## src/rtl/press_classifier.sv

```systemverilog
// Button gesture classifier: short, long and double presses timed in ticks.
// Define AUTOREPEAT_EN to emit repeat_press pulses while held after a long press.
module press_classifier #(
  parameter int LONG_TICKS   = 50,
  parameter int DOUBLE_TICKS = 15,
  parameter int REPEAT_TICKS = 10,
  parameter int CNT_W        = 8
) (
  input  logic clk,
  input  logic rst_n,
  input  logic tick,
  input  logic debounced,
  output logic short_press,
  output logic long_press,
  output logic double_press,
  output logic repeat_press,
  output logic held
);

  typedef enum logic [2:0] {
    S_IDLE,
    S_PRESS1,
    S_WAIT2,
    S_PRESS2,
    S_LONG,
    S_WAITREL
  } state_t;

  localparam int CNT_MAX = (1 << CNT_W) - 1;

  if (LONG_TICKS < 1 || LONG_TICKS > CNT_MAX) begin : g_bad_long
    $error("LONG_TICKS out of range");
  end
  if (DOUBLE_TICKS < 1 || DOUBLE_TICKS > CNT_MAX) begin : g_bad_dbl
    $error("DOUBLE_TICKS out of range");
  end
  if (REPEAT_TICKS < 1 || REPEAT_TICKS > CNT_MAX) begin : g_bad_rep
    $error("REPEAT_TICKS out of range");
  end

  localparam logic [CNT_W-1:0] LONG_M1 = CNT_W'(LONG_TICKS - 1);
  localparam logic [CNT_W-1:0] DBL_M1  = CNT_W'(DOUBLE_TICKS - 1);
`ifdef AUTOREPEAT_EN
  localparam logic [CNT_W-1:0] REP_M1  = CNT_W'(REPEAT_TICKS - 1);
`endif

  state_t           state_q, state_d;
  logic [CNT_W-1:0] cnt_q, cnt_d, cnt_inc;
  logic short_q, short_d;
  logic long_q, long_d;
  logic dbl_q, dbl_d;
  logic rep_q, rep_d;
  logic held_q, held_d;

  assign cnt_inc = cnt_q + CNT_W'(1);

  // Level changes are tested before tick, so a coincident tick is dropped.
  always_comb begin
    state_d = state_q;
    cnt_d   = cnt_q;
    short_d = 1'b0;
    long_d  = 1'b0;
    dbl_d   = 1'b0;
    rep_d   = 1'b0;
    unique case (state_q)
      S_IDLE: begin
        if (debounced) state_d = S_PRESS1;
      end
      S_PRESS1: begin
        if (!debounced) begin
          state_d = S_WAIT2;
        end else if (tick) begin
          if (cnt_q == LONG_M1) begin
            long_d  = 1'b1;
            state_d = S_LONG;
          end else begin
            cnt_d = cnt_inc;
          end
        end
      end
      S_WAIT2: begin
        if (debounced) begin
          state_d = S_PRESS2;
        end else if (tick) begin
          if (cnt_q == DBL_M1) begin
            short_d = 1'b1;
            state_d = S_IDLE;
          end else begin
            cnt_d = cnt_inc;
          end
        end
      end
      S_PRESS2: begin
        if (!debounced) begin
          dbl_d   = 1'b1;
          state_d = S_IDLE;
        end else if (tick) begin
          if (cnt_q == LONG_M1) begin
            dbl_d   = 1'b1;
            state_d = S_WAITREL;
          end else begin
            cnt_d = cnt_inc;
          end
        end
      end
      S_LONG: begin
        if (!debounced) begin
          state_d = S_IDLE;
`ifdef AUTOREPEAT_EN
        end else if (tick) begin
          if (cnt_q == REP_M1) begin
            rep_d = 1'b1;
            cnt_d = '0;
          end else begin
            cnt_d = cnt_inc;
          end
`endif
        end
      end
      S_WAITREL: begin
        if (!debounced) state_d = S_IDLE;
      end
      default: state_d = S_IDLE;
    endcase
    if (state_d != state_q) cnt_d = '0;
    held_d = (state_d == S_LONG);
  end

  always_ff @(posedge clk or negedge rst_n) begin
    if (!rst_n) begin
      state_q <= S_IDLE;
      cnt_q   <= '0;
      short_q <= 1'b0;
      long_q  <= 1'b0;
      dbl_q   <= 1'b0;
      rep_q   <= 1'b0;
      held_q  <= 1'b0;
    end else begin
      state_q <= state_d;
      cnt_q   <= cnt_d;
      short_q <= short_d;
      long_q  <= long_d;
      dbl_q   <= dbl_d;
      rep_q   <= rep_d;
      held_q  <= held_d;
    end
  end

  assign short_press  = short_q;
  assign long_press   = long_q;
  assign double_press = dbl_q;
  assign repeat_press = rep_q;
  assign held         = held_q;

endmodule

```

## config.mk

```make
export PLATFORM = sky130hd
export DESIGN_NAME = press_classifier
export DESIGN_NICKNAME = d
export VERILOG_FILES = /design/src/rtl/press_classifier.sv
export SDC_FILE = /design/constraint.sdc
export NUM_CORES = 1
export LEC_CHECK = 0
export BUFFER_PORTS_ARGS = -buffer_cell sky130_fd_sc_hd__clkbuf_2
export CAP_MARGIN = 10
export CORE_ASPECT_RATIO = 1.2
export CORE_MARGIN = 2
export CORE_UTILIZATION = 40
export CTS_BUF_LIST = sky130_fd_sc_hd__clkbuf_16
export DETAILED_ROUTE_END_ITERATION = 10
export GPL_TIMING_DRIVEN = 0
export PLACE_DENSITY_LB_ADDON = 0.08
export SLEW_MARGIN = 30
export SYNTH_ARGS = -nofsm -noshare
export SYNTH_HDL_FRONTEND = slang
export SYNTH_SLANG_ARGS = --single-unit
```

## constraint.sdc

```tcl
create_clock -name clk -period 4.9 [get_ports clk]
set_clock_uncertainty 0.15 [all_clocks]
set_input_delay 0.98 -clock clk [delete_from_list [all_inputs] [get_ports clk]]
set_output_delay 0.98 -clock clk [all_outputs]
set_load 0.005 [all_outputs]
```

**Word-level counts from Yosys, hierarchy flattened**

Index checks and enable logic that the tools add are counted.

- Register bits: 15
- Latch bits: 0
- RAM bits: 0
- ROM bits: 0
- Input port bits: 4
- Output and inout bits: 5
- Memories kept: 0

- $add $sub $neg: 1
- Multipliers: 0
- Divide/modulo/power cells: 0
- Order comparisons: 0
- Equality and inequality tests: 15
- Shifts and indexed selects: 0
- Multiplexer cells: 30
- Bitwise operators: 0
- Reductions and logical operators: 5

Operators by type and width:

| operator | count |
|---|---|
| $mux W8 | 7 |
| $mux W3 | 11 |
| $pmux W8 S2 | 1 |
| $pmux W3 S5 | 1 |
| $mux W1 | 10 |
| $eq A3 B3 Y1 const B | 3 |
| $ne A3 B3 Y1 const B | 3 |
| $add A8 B1 Y8 const B | 1 |
| $eq A8 B4 Y1 const B | 1 |
| $eq A8 B6 Y1 const B | 1 |
| $reduce_and A7 Y1 | 1 |
| $eq A3 B2 Y1 const B | 2 |
| $ne A3 B1 Y1 const B | 2 |
| $reduce_or A2 Y1 | 2 |
| $eq A3 B1 Y1 const B | 1 |
| $logic_not A3 Y1 | 1 |
| $ne A3 B2 Y1 const B | 1 |
| $ne A3 B3 Y1 | 1 |
| $reduce_bool A3 Y1 | 1 |

**Longest topological paths before layout**

Gate-level depths: netlist of the first run.

- Word-level depth: 8
- Mapped depth: 7

**Worst setup path after synthesis of the first run**

No wires, ideal clock.

- Path kind: in2reg
- Start: in debounced
- End: reg cnt_q[5]
- Setup time: 0.078 ns
- Arrival time: 2.121 ns
- Data required time: 4.672 ns
- Slack: 2.551 ns
- Cell stages on the path: 4
- Cells stage by stage: nor3_2 > a41oi_2 > or4_1 > a21oi_1

- Longest elaborated chain between the ends: 5

RTL lines:

| what | RTL line | RTL |
|---|---|---|
| start: declaration | 12 | `input logic debounced,` |
| $mux W3 (on tied branches) | -- |  |
| $pmux W3 S5 | 65 | `unique case (state_q)` |
| $ne A3 B3 Y1 | 125 | `if (state_d != state_q) cnt_d = '0;` |
| $ne A3 B3 Y1 (no line) (tied with other cells) | -- |  |
| $reduce_and A7 Y1 (no line) | -- |  |
| end signal: assignment | 140 | `cnt_q <= cnt_d;` |
| end: declaration | 48 | `logic [CNT_W-1:0] cnt_q, cnt_d, cnt_inc;` |

Several ways; a longest one is shown, not always the timed one.
A chain may end at the register's enable or synchronous reset.

**Final worst setup path of the first run**

- Start: in debounced
- End: reg cnt_q[2]

Same word-level chain as after synthesis.

==> results of run 1 <==
worst max path at each step:
stage               end  slack, ns  depth (start not counted)
2_1_floorplan  cnt_q[5]       2.55                          4
3_3_place_gp   cnt_q[2]       2.29                          6
3_5_place_dp   cnt_q[2]       2.31                          6
4_1_cts        cnt_q[2]       2.53                          6
5_1_grt        cnt_q[2]       2.47                          6
6_report       cnt_q[2]       2.54                          6
sequential cells by signal, summed over array words and instances (netlist names):
signal,count
cnt_q,8
state_q,3
long_press,1
short_press,1
double_press,1
held,1
routing by layer:
layer	part of all wire, %	up-vias	track usage (%)	wire length [um]
met1	46	327	18.5	765
li1	-	349	-	-
met3	2.1	2	2.94	35
met2	51	6	23.5	851
met4	0.72	0	5.95	12
met5	0	-	0	0
kinds of logic after synthesis:
| group | share of synthesized area, % |
|---|---|
| other | 0.426 |
| AO/OA/AOI/OAI | 19.2 |
| AND/OR/NAND/NOR | 25.6 |
| flip-flops | 42.6 |
| buffers and inverters | 5.82 |
| XOR/XNOR | 0.994 |
| adder cells (fa/ha/maj) | 4.26 |
| multiplexers | 1.14 |
area by class of cell:
| type | count | share of cell area (%) |
|---|---|---|
| sequential | 15 | 36.4 |
| multi-input combinational | 66 | 44.0 |
| buffer | 5 | 3.15 |
| tap | 30 | 3.64 |
| clock inverter | 1 | 0.364 |
| clock buffer | 3 | 7.27 |
| inverter | 5 | 1.82 |
| timing repair buffer | 7 | 3.39 |
cell usage in the layout, fill, tap and decap left out, types with 2 or more instances in the layout:
cell type  Yosys  layout
or4_1          2       2
nand2_1        5       5
a211oi_1       2       2
clkbuf_16      0       3
dfrtp_1       15      15
nand3_1        2       2
buf_2          2       2
inv_1          5       6
or3_1          4       4
or2b_1         2       2
o31ai_1        2       2
clkbuf_2       0       7
o21ai_1        2       2
nand4_1        3       3
a21oi_1        7       7
nor2_1         8       8
o21ai_0        3       3
ha_1           3       3
power by group through the flow:
stage	Sequential, uW	Combinational (uW)	Clock, uW
6_report	137	37.4	155
5_1_grt	138	42.1	168
4_1_cts	137	38.4	159
3_5_place_dp	139	38.3	0
3_3_place_gp	139	37.1	0
2_1_floorplan	137	27.3	0
worst max-delay path, cell delays in order:
cell      delay (ns)
clkbuf_2        0.11
nor3_2          0.35
a41oi_2         0.24
buf_2           0.24
or3_1           0.32
a21oi_1         0.15
stage by stage:
step / util [%] / hold slack (ns) / instances / setup slack (ns)
detailed placement: 46.0 / 0.394 / 128 / 2.31
global route: 49.8 / 0.432 / 132 / 2.47
finish: 49.8 / 0.401 / 132 / 2.54
CTS: 49.8 / 0.407 / 132 / 2.53
global placement: 46.0 / 0.398 / 128 / 2.29
floorplan: - / 0.365 / 91 / 2.55
==> flow_summary.json, run 1 <==
{
  "status": "completed",
  "leakagePower_uw": 0.000438,
  "finalHoldViolations": 0,
  "clk_pin_slew_ns": 0.05,
  "htreeDepth": 1,
  "synthTopCellsByCount": "15 x dfrtp_1, 8 x nor2_1, 7 x a21oi_1",
  "intPower_uw": 253,
  "crit_required_ns": 4.92,
  "vias_per_cell": 5.18,
  "nNetsFinal": 110,
  "cap_violations": 0,
  "p_sw_share_pct": 23.1,
  "grt_pass1_vias": 646,
  "peakVddDrop_v": 0.000178,
  "clock_latency_ns": 0.24,
  "p_clk_share_pct": 47.0,
  "hp-start": "cnt_q[7]",
  "sequentialPowerShare_pct": 41.6,
  "end_kind": "flip-flop",
  "crit_start": "debounced",
  "grt_pass1_wl_um": 2820,
  "die_x_um": 46.8,
  "holdPathEnd": "cnt_q[7]",
  "ys_seq_area_share_pct": 42.6,
  "syn_to_final_growth_pct": 17.2,
  "wl_um": 1670,
  "cts_tree": "yes",
  "num_vias": 684,
  "ys_seq_elements": 15,
  "seq_area_um2": 375,
  "final_area_um2": 1030,
  "drtAntennaViolNets": 0,
  "rsz0062_at_grt": "false",
  "cts_setup_buffers": 0,
  "hpwlAfterDp_um": 1230,
  "switchingPower_uw": 76.3,
  "power_uw": 330,
  "yosys_warnings": 0,
  "grt_max_degree": 16,
  "final.period_utilization_pct": 48.1,
  "cts_sinks": 15,
  "synth_edf_count": 0,
  "rows": 18,
  "antenna_found_initial": 0,
  "first_pass_iters": 4,
  "timing_worst_setup_path_type": "input port to flip-flop",
  "synthTopCellsByArea": "dfrtp_1 43%, ha_1 4.3%, a21oi_1 4.0%",
  "io-pin-count": 9,
  "antennaDiodeCount": 0,
  "ys_types": 40,
  "grt_overflow": 0,
  "arrival_ns": 2.37,
  "track_usage_pct": 14.6,
  "die_area_um2": 2590,
  "cts_hold_buf": 0,
  "port_buffers": 7,
  "power.density_nw_per_um2": 319,
  "drive_above_1_share_pct": 19.6,
  "max_freq_mhz": 424,
  "synth_top_area_share_pct": 42.6,
  "wl_per_cell_um": 12.6,
  "startpoint_type": "input port",
  "synth.avg_cell_area_um2": 9.68,
  "drc": 0,
  "cp_max_fo": 10,
  "syn_area_um2": 881,
  "r2r_slack_ns": 2.88,
  "cts_buffers": 3,
  "synth_top_area_cell": "dfrtp_1",
  "holdPathStages": 2,
  "gp_congestion": 0.776,
  "num-fill-cells": 212,
  "r2r-end": "cnt_q[6]",
  "dpl_cell_area_um2": 953,
  "tns_ns": 0,
  "ys.flop_type": "dfrtp_1",
  "synth_cells": 91,
  "start_util_pct": 42.5,
  "root_buffer": "clkbuf_16",
  "coreArea_um2": 2070,
  "period_needed_ns": 2.36,
  "synthesis.nets": 98,
  "cts.path.max_buffers": 2,
  "r2r_start": "cnt_q[3]",
  "power_frac_comb_pct": 11.3,
  "hold_class": "flip-flop to flip-flop",
  "drtIter0Drc": 16,
  "cts_resized": 0,
  "r2r_cells": 5,
  "die_h_um": 55.4,
  "setup_viol": 0,
  "synth_async_sr_flop_share_pct": 100,
  "yosysMostFrequentCell": "dfrtp_1",
  "multiInputGateArea_um2": 454,
  "slew_viol_final": 0
}
Power figures use the tool's default switching activity.
==> inputs of run 2 (changes only) <==
==> constraint.sdc (replaced) <==
create_clock -name clk -period 1.9 [get_ports clk]
set_clock_uncertainty 0.15 [all_clocks]
set_input_delay 0.38 -clock clk [delete_from_list [all_inputs] [get_ports clk]]
set_output_delay 0.38 -clock clk [all_outputs]
set_load 0.005 [all_outputs]
==> run 2 against run 1 <==
Compared with the run above:
- register-to-register slack lost 2.8 ns
- non-clock buffer count rose by 9
- worst hold slack worse by 0.083 ns
- core utilization rose by 5.7 points
- via count increased by 7.3%
- critical path type is now flip-flop to flip-flop
- combinational power grew to 3.3 times the previous value
- clock power rose to 2.6 times the previous value
- critical endpoint unchanged
- power increased to 2.7 times the previous value
==> flow_summary.json, run 2 (synthesis results as in run 1) <==
{
  "drc": 0,
  "rsz0062_at_grt": "true",
  "end_kind": "flip-flop",
  "leakagePower_uw": 0.000486,
  "layout_commonest_cell": "dfrtp_1",
  "r2r_start": "state_q[2]",
  "first_pass_iters": 4,
  "r2r-end": "cnt_q[2]",
  "num_vias": 734,
  "htreeDepth": 1,
  "fin_cells": 141,
  "finalHoldViolations": 0,
  "wl_per_cell_um": 13.2,
  "period_needed_ns": 1.84,
  "antenna_found_initial": 0,
  "antennaDiodeCount": 0,
  "r2r_cells": 6,
  "power_uw": 874,
  "setup_viol": 0,
  "die_h_um": 55.4,
  "max_freq_mhz": 543,
  "io-pin-count": 9,
  "cts_buffers": 3,
  "drtAntennaViolNets": 0,
  "grt_overflow": 0,
  "crit_required_ns": 1.91,
  "grt_pass1_wl_um": 3040,
  "drive_above_1_share_pct": 27.9,
  "cts_tree": "yes",
  "layout_common_cells": "14 x dfrtp_1, 9 x buf_4, 7 x nor2_1, 7 x a21oi_1, 7 x clkbuf_2",
  "timing_worst_setup_path_type": "flip-flop to flip-flop",
  "die_area_um2": 2590,
  "drtIter0Drc": 12,
  "syn_to_final_growth_pct": 30.7,
  "utilization_pct": 55.6,
  "clk_pin_slew_ns": 0.05,
  "root_buffer": "clkbuf_16",
  "fin_hold_ws_ns": 0.318,
  "peakVddDrop_v": 0.000468,
  "holdPathStages": 3,
  "final.period_utilization_pct": 97.0,
  "hpwlAfterDp_um": 1230,
  "arrival_ns": 1.86,
  "cap_violations": 0,
  "clock_latency_ns": 0.24,
  "holdPathEnd": "short_press",
  "grt_pass1_vias": 682,
  "track_usage_pct": 16.0,
  "hold_class": "input port to flip-flop",
  "coreArea_um2": 2070,
  "largest_reg_flops": 8,
  "crit_start": "state_q[2]",
  "cts_sinks": 15,
  "port_buffers": 7,
  "top_register": "cnt_q",
  "startpoint_type": "flip-flop",
  "cts.path.max_buffers": 2,
  "start_util_pct": 42.5,
  "power.density_nw_per_um2": 759,
  "nNetsFinal": 119,
  "wl_um": 1870,
  "cp_max_fo": 7,
  "dp.cells": 128,
  "num-fill-cells": 201,
  "status": "completed",
  "die_x_um": 46.8,
  "slew_viol_final": 0,
  "hp-start": "tick",
  "vias_per_cell": 5.21,
  "tns_ns": 0,
  "grt_max_degree": 16,
  "r2r_slack_ns": 0.06,
  "rows": 18,
  "largest_registers": "cnt_q (8), state_q (3)",
  "gp_congestion": 0.776
}
run 2: timing repair:
item / 4_1_cts / 5_1_grt
hold buffers: 1 / 0
buffers inserted: 3 / 4
gates cloned: 0 / 1
endpoints found under the hold margin: 15 / 0
pin swaps: 4 / 3
setup endpoints to repair: 8 / 8
resized for setup: 8 / 3
run 2: critical path, cell delays in order (launching register included):
cell and delay [ns]:
dfrtp_1 0.38, buf_4 0.15, nor3_4 0.28, a41oi_4 0.20
buf_6 0.18, or3_1 0.30, a21oi_1 0.13
run 2: power breakdown:
part | internal (uW) | switching, uW
Clock | 278 | 120
Sequential | 335 | 19.4
Combinational | 57.0 | 65.1
run 2: how the worst max path moves through the flow:
stage	cells past startpoint	endpoint
2_1_floorplan	5	cnt_q[5]
3_3_place_gp	6	cnt_q[2]
3_5_place_dp	5	cnt_q[0]
4_1_cts	7	cnt_q[2]
5_1_grt	7	cnt_q[1]
6_report	6	cnt_q[2]
run 2: per-layer routing:
metal  up-vias  GRT usage (%)  share of wire (%)
li1        370              -                  -
met1       354           19.9                 43
met2         8           26.4                 54
met3         2           2.94                2.3
met4         0           5.95               0.64
met5         -              0                  0
run 2: layout make-up:
type / count / area [um2] / share of cell area (%)
Buffer: 5 / 45.0 / 3.91
Multi-Input combinational cell: 66 / 489 / 42.5
Inverter: 5 / 18.8 / 1.63
Clock buffer: 3 / 75.1 / 6.52
Timing Repair Buffer: 16 / 105 / 9.13
Tap cell: 30 / 37.5 / 3.26
Sequential cell: 15 / 377 / 32.7
Clock inverter: 1 / 3.75 / 0.326
run 2: stage by stage:
step	setup slack, ns	instance area, um2
2_1_floorplan	0.104	881
3_3_place_gp	-0.105	953
3_5_place_dp	-0.144	953
4_1_cts	0.0256	1110
5_1_grt	-0.0145	1150
6_report	0.0573	1150
